[src/rtl/rf_write_arbiter.sv]
`default_nettype none
// ============================================================================
// Module   : rf_write_arbiter
// Brief    : Shares the register-file write port between WB, LLU and debug;
//            keeps the LLU pending-write scoreboard and the RAW stall.
//            Optional debug port enabled by defining RF_ARB_DEBUG_EN.
// Revision : 1.0 - initial release
// ============================================================================
module rf_write_arbiter #(
    parameter int MAX_WAIT = 4,
    parameter int WAIT_W   = 4
) (
    input  logic        clk,
    input  logic        rst_n,
    input  logic        wb_valid,
    input  logic [4:0]  wb_rd,
    input  logic [31:0] wb_data,
    input  logic        llu_valid,
    input  logic [4:0]  llu_rd,
    input  logic [31:0] llu_data,
    output logic        llu_ready,
    input  logic        llu_issue,
    input  logic [4:0]  llu_issue_rd,
    input  logic        dbg_valid,
    input  logic [4:0]  dbg_rd,
    input  logic [31:0] dbg_data,
    output logic        dbg_ready,
    input  logic [4:0]  dec_rs1,
    input  logic [4:0]  dec_rs2,
    input  logic [4:0]  dec_rd,
    output logic        raw_stall,
    output logic        pipe_hold,
    output logic [4:0]  rf_a3,
    output logic [31:0] rf_wd3,
    output logic        rf_we3,
    output logic [31:0] sb_busy,
    output logic        sb_err
);

`ifdef RF_ARB_DEBUG_EN
    localparam logic C_DBG_EN = 1'b1;
`else
    localparam logic C_DBG_EN = 1'b0;
`endif
    localparam logic [WAIT_W-1:0] C_MAX_WAIT = WAIT_W'(MAX_WAIT);
    localparam logic [WAIT_W-1:0] C_HOLD_AT  = WAIT_W'(MAX_WAIT - 1);

    typedef enum logic [1:0] {
        RUN  = 2'b00,
        HOLD = 2'b01,
        DBG  = 2'b10
    } state_t;

    state_t            state_q;
    logic              pipe_hold_q;
    logic [WAIT_W-1:0] wait_q, wait_d;
    logic [31:0]       busy_q, busy_d;
    logic              err_q, err_d;

    logic        w_grant_wb, w_grant_llu, w_grant_dbg;
    logic        w_llu_wait, w_wait_hit;
    logic [31:0] w_set, w_clr;

    always_comb begin
        w_grant_wb  = wb_valid;
        w_grant_llu = 1'b0;
        w_grant_dbg = 1'b0;
        if (!wb_valid) begin
            if (C_DBG_EN && (state_q == DBG) && dbg_valid) begin
                w_grant_dbg = 1'b1;
            end else if (llu_valid) begin
                w_grant_llu = 1'b1;
            end else if (C_DBG_EN && dbg_valid) begin
                w_grant_dbg = 1'b1;
            end
        end
    end

    always_comb begin
        rf_a3  = 5'd0;
        rf_wd3 = 32'd0;
        if (w_grant_wb) begin
            rf_a3  = wb_rd;
            rf_wd3 = wb_data;
        end else if (w_grant_llu) begin
            rf_a3  = llu_rd;
            rf_wd3 = llu_data;
        end else if (w_grant_dbg) begin
            rf_a3  = dbg_rd;
            rf_wd3 = dbg_data;
        end
    end

    // x0 writes still complete their handshake but never reach the array
    assign rf_we3    = (w_grant_wb | w_grant_llu | w_grant_dbg) & (rf_a3 != 5'd0);
    assign llu_ready = w_grant_llu;
    assign dbg_ready = w_grant_dbg;

    assign w_llu_wait = llu_valid & ~w_grant_llu;
    // >= also catches a count that saturated while debug owned the port
    assign w_wait_hit = w_llu_wait & (wait_q >= C_HOLD_AT);
    assign wait_d     = !w_llu_wait ? '0 :
                        (wait_q == C_MAX_WAIT) ? wait_q : wait_q + 1'b1;

    assign w_set  = (llu_issue && (llu_issue_rd != 5'd0)) ? (32'd1 << llu_issue_rd) : 32'd0;
    assign w_clr  = w_grant_llu ? (32'd1 << llu_rd) : 32'd0;
    assign busy_d = ((busy_q & ~w_clr) | w_set) & ~32'd1;
    assign err_d  = err_q | (|(w_set & busy_q));

    assign raw_stall = ((dec_rs1 != 5'd0) & busy_q[dec_rs1]) |
                       ((dec_rs2 != 5'd0) & busy_q[dec_rs2]) |
                       ((dec_rd  != 5'd0) & busy_q[dec_rd]);

    assign pipe_hold = pipe_hold_q;
    assign sb_busy   = busy_q;
    assign sb_err    = err_q;

    always_ff @(posedge clk or negedge rst_n) begin
        if (!rst_n) begin
            state_q     <= RUN;
            pipe_hold_q <= 1'b0;
            wait_q      <= '0;
            busy_q      <= 32'd0;
            err_q       <= 1'b0;
        end else begin
            wait_q <= wait_d;
            busy_q <= busy_d;
            err_q  <= err_d;
            case (state_q)
                RUN: begin
`ifdef RF_ARB_DEBUG_EN
                    if (dbg_valid) begin
                        state_q     <= DBG;
                        pipe_hold_q <= 1'b1;
                    end else
`endif
                    if (w_wait_hit) begin
                        state_q     <= HOLD;
                        pipe_hold_q <= 1'b1;
                    end
                end
                HOLD: begin
                    if (w_grant_llu) begin
                        state_q     <= RUN;
                        pipe_hold_q <= 1'b0;
                    end
                end
`ifdef RF_ARB_DEBUG_EN
                DBG: begin
                    if (w_grant_dbg || !dbg_valid) begin
                        state_q     <= RUN;
                        pipe_hold_q <= 1'b0;
                    end
                end
`endif
                default: begin
                    state_q     <= RUN;
                    pipe_hold_q <= 1'b0;
                end
            endcase
        end
    end

endmodule
`default_nettype wire

[config.mk]
export PLATFORM = sky130hd
export DESIGN_NAME = rf_write_arbiter
export DESIGN_NICKNAME = d
export VERILOG_FILES = /design/src/rtl/rf_write_arbiter.sv
export SDC_FILE = /design/constraint.sdc
export NUM_CORES = 1
export LEC_CHECK = 0
export BUFFER_PORTS_ARGS = -buffer_cell sky130_fd_sc_hd__buf_2
export CAP_MARGIN = 25
export CELL_PAD_IN_SITES_DETAIL_PLACEMENT = 2
export CELL_PAD_IN_SITES_GLOBAL_PLACEMENT = 2
export CORE_ASPECT_RATIO = 0.8
export CORE_MARGIN = 5
export CORE_UTILIZATION = 25
export DETAILED_ROUTE_END_ITERATION = 10
export MAX_ROUTING_LAYER = met4
export PLACE_DENSITY = 0.86
export SYNTH_ARGS = -nofsm -noshare
export SYNTH_HDL_FRONTEND = slang
export SYNTH_SLANG_ARGS = --single-unit
[constraint.sdc]
create_clock -name clk -period 5.15 [get_ports clk]
set_input_delay 1.03 -clock clk [delete_from_list [all_inputs] [get_ports clk]]
set_output_delay 1.03 -clock clk [all_outputs]
set_load 0.02 [all_outputs]
# Word-level counts from Yosys, hierarchy flattened
# Cells that the tools add are included.
[op_classes]
n_addsub = 1
magnitude_cmp = 4
n_eq_ne = 5
reduce_logical = 9
bitwise_logic = 15
mux = 22
shifts = 2
[ops]
columns = ["operator", "count"]
rows = [
  ["32-bit 2-to-1 mux", 4],
  ["32-bit AND", 2],
  ["1-bit by 5-bit left shift with 32-bit output (first input constant)", 2],
  ["32-bit inverter", 1],
  ["32-bit OR", 1],
  ["32-bit OR reduction", 1],
  ["5-bit nonzero test", 5],
  ["5-bit by 6-bit < comparator with 1-bit output (second input constant)", 3],
  ["1-bit binary-select mux with 5-bit select", 3],
  ["5-bit 2-to-1 mux", 2],
  ["4-bit 2-to-1 mux", 2],
  ["1-bit 2-to-1 mux", 7],
  ["1-bit AND", 6],
  ["2-bit inequality test (second input constant)", 3],
  ["4-bit by 1-bit adder with 4-bit output (second input constant)", 1],
  ["4-bit by 3-bit equality test with 1-bit output (second input constant)", 1],
  ["4-bit by 2-bit greater-or-equal comparator with 1-bit output (second input constant)", 1],
  ["2-bit 2-to-1 mux", 2],
  ["1-bit OR", 4],
  ["2-bit one-hot mux with 2 select lines", 1],
  ["2-bit by 1-bit equality test with 1-bit output (second input constant)", 1],
  ["2-bit zero test", 1],
  ["1-bit one-hot mux with 2 select lines", 1],
  ["2-bit AND reduction", 1],
  ["2 further kinds", 2],
]
[word_totals]
output_inout_bits = 75
in_bits = 137
register_bits = 39
elab_cells = 63

# Logic depth before layout (Yosys ltp)
[logic_depth]
depth_word = 7
mapped_depth = 7
mapped_depth_nobuf = 5

# Least setup slack after synthesis
# OpenSTA, ideal clock, no wires.
[synth_timing]
path_type = "input port to output port"
from = "input dec_rs2[0]"
to = "output raw_stall"
slack_ns = 1.778
n_path_buf = 1
arrival_time_ns = 2.342
cell_stages = 6
cell_sequence = "buf_4 -> mux4_2 -> nor2_1 -> a21oi_1 -> a211oi_1 -> nand4_1"
[synth_between]
elab_chain_len = 5
elab_cells_between_ends = 6
classes_between = "mux: 2; bitwise: 3; reduce/logical: 1"
[synth_rtl]
columns = ["item", "line", "rtl"]
rows = [
  ["start, declared", "29", "input logic [4:0] dec_rs2,"],
  ["1-bit binary-select mux with 5-bit select", "111", "((dec_rs2 != 5'd0) & busy_q[dec_rs2]) |"],
  ["1-bit 2-to-1 mux (implied by the code)", "111", ""],
  ["1-bit AND (*)", "111", ""],
  ["1-bit OR (*)", "110", "assign raw_stall = ((dec_rs1 != 5'd0) & busy_q[dec_rs1]) |"],
  ["1-bit OR (*)", "111", ""],
  ["end, declared", "31", "output logic raw_stall,"],
]
# Mark *: on every way between the ends. The rest lies on a longest branch, timed or not. The select of a mux whose other input is x is not followed.

# Worst setup path after layout
[layout_timing]
from = "input wb_valid"
to = "output rf_wd3[18]"
[layout_between]
elab_chain_len = 3
[layout_rtl]
columns = ["item", "line", "rtl"]
rows = [
  ["start, declared", "15", "input logic wb_valid,"],
  ["1-bit 2-to-1 mux", "68", "if (!wb_valid) begin"],
  ["32-bit 2-to-1 mux", "85", "end else if (w_grant_llu) begin"],
  ["32-bit 2-to-1 mux (*)", "82", "if (w_grant_wb) begin"],
  ["end, declared", "34", "output logic [31:0] rf_wd3,"],
]
# Mark *: on every way between the ends. The rest lies on a longest branch, timed or not.

==> impl_metrics.ini <==
[timing]
min_period_ns = 3.96
tightest_slew_ns = 0.856
fin_hold_ws_ns = 0.534
fin_ws_ns = 1.19
rsz0062_at_grt = false
finalClockSkew_ns = 0.00556
min_period_over_period_pct = 76.9
fmax_mhz = 253
setup_viol = 0
finalHoldViolCount = 0
max_slew_margin_pct = 43.0
final.setup.tns_ns = 0
maxSlewViolCount = 0

[yosys]
synthSimpleGateAreaFrac_pct = 17.3
synth_top_cell_area_share_pct = 27.6
synth_common_cells = o21ai_0 (52), a22o_1 (38), dfrtp_1 (37)
synth_top_family_by_area = compound AO/OA/AOI/OAI gates
synthMuxAreaShare_pct = 18.7
synth.most_common_cell = o21ai_0
syn_area_mm2 = 0.00335
synthAdderAreaFrac_pct = 0.747
synth_flop_cell = dfrtp_1
synth_xor_area_share_pct = 0.261
syn_area_per_cell_um2 = 9.31
yosys-top-cells-area = dfrtp_1 (28%), mux4_2 (11%), a22o_1 (9.9%)
synth_edf_count = 0
synth.distinct_cells = 55
synth_seq_cells = 37
synth_compound_area_share_pct = 28.8
synthCells = 360
ys_seq_area_share_pct = 27.6
yosysTopAreaCell = dfrtp_1
yosysWarningCount = 0
synthArstFlopShare_pct = 100

[pwr]
p_comb_share_pct = 40.4
p_sw_uw = 579
powerDensity_mw_per_mm2 = 306
p_clk_share_pct = 21.4
vdd_drop_max_mv = 0.149
power.leakage_nw = 1.96
fin_total_pwr_mw = 1.34
switching_share_pct = 43.3
seqPwrFrac_pct = 38.2
p_int_uw = 759

[critical_path]
cp_common_cell = buf_2
path_cells = buf_2, and2b_1, buf_4, a22o_1, buf_2
rrSetupSlack_ns = 3.40
critPathArrivalTime_ns = 2.93
max_stage_delay_ns = 0.86
crit_required_ns = 4.12
end_kind = primary output
critPathTopFamily = buffers and inverters
critPathBufInv = 3
critPathSlowestCell = and2b_1
critPathKind = primary input to primary output
start_kind = primary input
crit_fanout = 41

[global_routing]
track_usage_pct = 19.8
antenna_found_initial = 0
grt.overflow.total = 0
grt_pass1_wl_um = 24100
grt_max_degree = 42
grt_pass1_vias = 4088

[job]
max-cap-violations = 0

[detailed_routing]
via_count = 3824
drt_iter0_drc = 330
via_per_inst = 5.62
drt_pass1_iterations = 4
postRouteWirelength_um = 15900
wl_per_cell_um = 23.3
ant_nets = 0
drc = 0

[placement]
dp_hpwl_um = 12300
dp.cells = 675
postPlaceCellArea_mm2 = 0.00425
place_ws_ns = 1.19
portBuffers = 171
finalWeightedCongestion = 0.863

[worst_hold_path]
hold_path.class = flip-flop to flip-flop

[finish]
final_cell_area_mm2 = 0.00438
drive_above_1_share_pct = 42.1
num_antenna_cells = 0
area_delta_synth_final_pct = 30.6
multiInputGateArea_mm2 = 0.00221
register_area_um2 = 926
layout.cells.non_filler = 681
fin_nets = 646
fillers = 1494
final_util_pct = 33.7

[run_status]
status = finished clean

[die]
die_x_um = 139
die_area_mm2 = 0.0158
io_pins = 212
die_height_um = 114
coreArea_mm2 = 0.0130
initial_core_util_pct = 25.8
rows = 37

[clock_tree]
root_buffer = clkbuf_16
numCtsBuffers = 5
holdBufCountCts = 0
path_clk_slew_ns = 0.05
cts_tree = built
clockBufferDepth = 2
post-cts-setup-buffer-count = 0
cts_sinks = 37
insertion_delay_ns = 0.28
htreeDepth = 2
post_cts_resized = 0
==> cells by family (layout without fill, tap and decap cells) <==
kind of cell,after synthesis,in the layout
other cells,1,2
fa+ha+maj,2,2
flops,37,37
compound gates,141,141
xor+xnor,1,1
simple gates,100,100
buf+inv,40,185
mux,38,38
==> path summary, 6_finish.rpt <==
check                                 startpoint                     to  cells after the start
min in group asynchronous                  rst_n  sb_busy[27]$_DFF_PN0_                      1
hold reg to reg            pipe_hold$_DFFE_PN0P_  pipe_hold$_DFFE_PN0P_                      2
setup reg to reg            sb_busy[1]$_DFF_PN0_       sb_err$_DFF_PN0_                      5
max in group asynchronous                  rst_n  sb_busy[23]$_DFF_PN0_                      1
hold / removal             pipe_hold$_DFFE_PN0P_  pipe_hold$_DFFE_PN0P_                      2
setup / recovery                        wb_valid             rf_wd3[18]                      5
==> state kept, by name, indices dropped and copies added, names as in the netlist <==
| signal | cells |
|---|---|
| pipe_hold | 1 |
| wait_q | 4 |
| sb_err | 1 |
| sb_busy | 31 |
==> cells in the final DEF (no fill, tap or decap), types with 3 or more instances in the layout <==
cell type,netlist,layout
a21oi_1,8,8
a22o_1,38,38
a311oi_1,3,3
a31oi_1,8,8
and3b_1,3,3
buf_2,10,171
clkbuf_16,0,5
dfrtp_1,37,37
inv_1,7,7
mux2_2,8,8
mux2i_1,11,11
mux4_2,16,16
nand2_1,20,20
nand2b_1,11,11
nand3_1,8,8
nand3b_1,10,10
nand4_1,5,5
nor2_1,15,15
nor3_1,3,3
nor3b_1,4,4
o21ai_0,52,52
o21ai_1,13,13
or2_2,6,6
==> area by class of cell <==
class	count	area share (%)
multi-input combinational	284	50.6
sequential	37	21.1
timing repair buffer	172	19.7
tap	175	5.00
clock buffer	5	2.86
inverter	7	0.600
clock inverter	1	0.114
==> layer usage <==
metal / up-vias / global-route usage (%) / wire [um]
met5: - / - / 0
met4: 0 / 4.30 / 246
met3: 20 / 3.77 / 1040
met2: 155 / 34.3 / 8150
met1: 1954 / 24.2 / 6460
li1: 1695 / - / -
==> worst register-to-register path, delay by kind of cell (launching register included) <==
| kind | cells | cell delay, ns |
|---|---|---|
| mux | 1 | 0.27 |
| compound gates | 3 | 0.58 |
| simple gates | 1 | 0.29 |
| flops | 1 | 0.51 |
==> power groups by stage <==
| stage | registers [mW] | clock network [mW] | logic (mW) |
|---|---|---|---|
| after floorplan | 0.492 | 0 | 0.289 |
| after global placement | 0.502 | 0 | 0.520 |
| after detailed placement | 0.511 | 0 | 0.542 |
| after CTS | 0.506 | 0.290 | 0.545 |
| after global routing | 0.514 | 0.302 | 0.583 |
| final | 0.511 | 0.286 | 0.541 |
No activity file was read; power rests on OpenSTA's default activity.
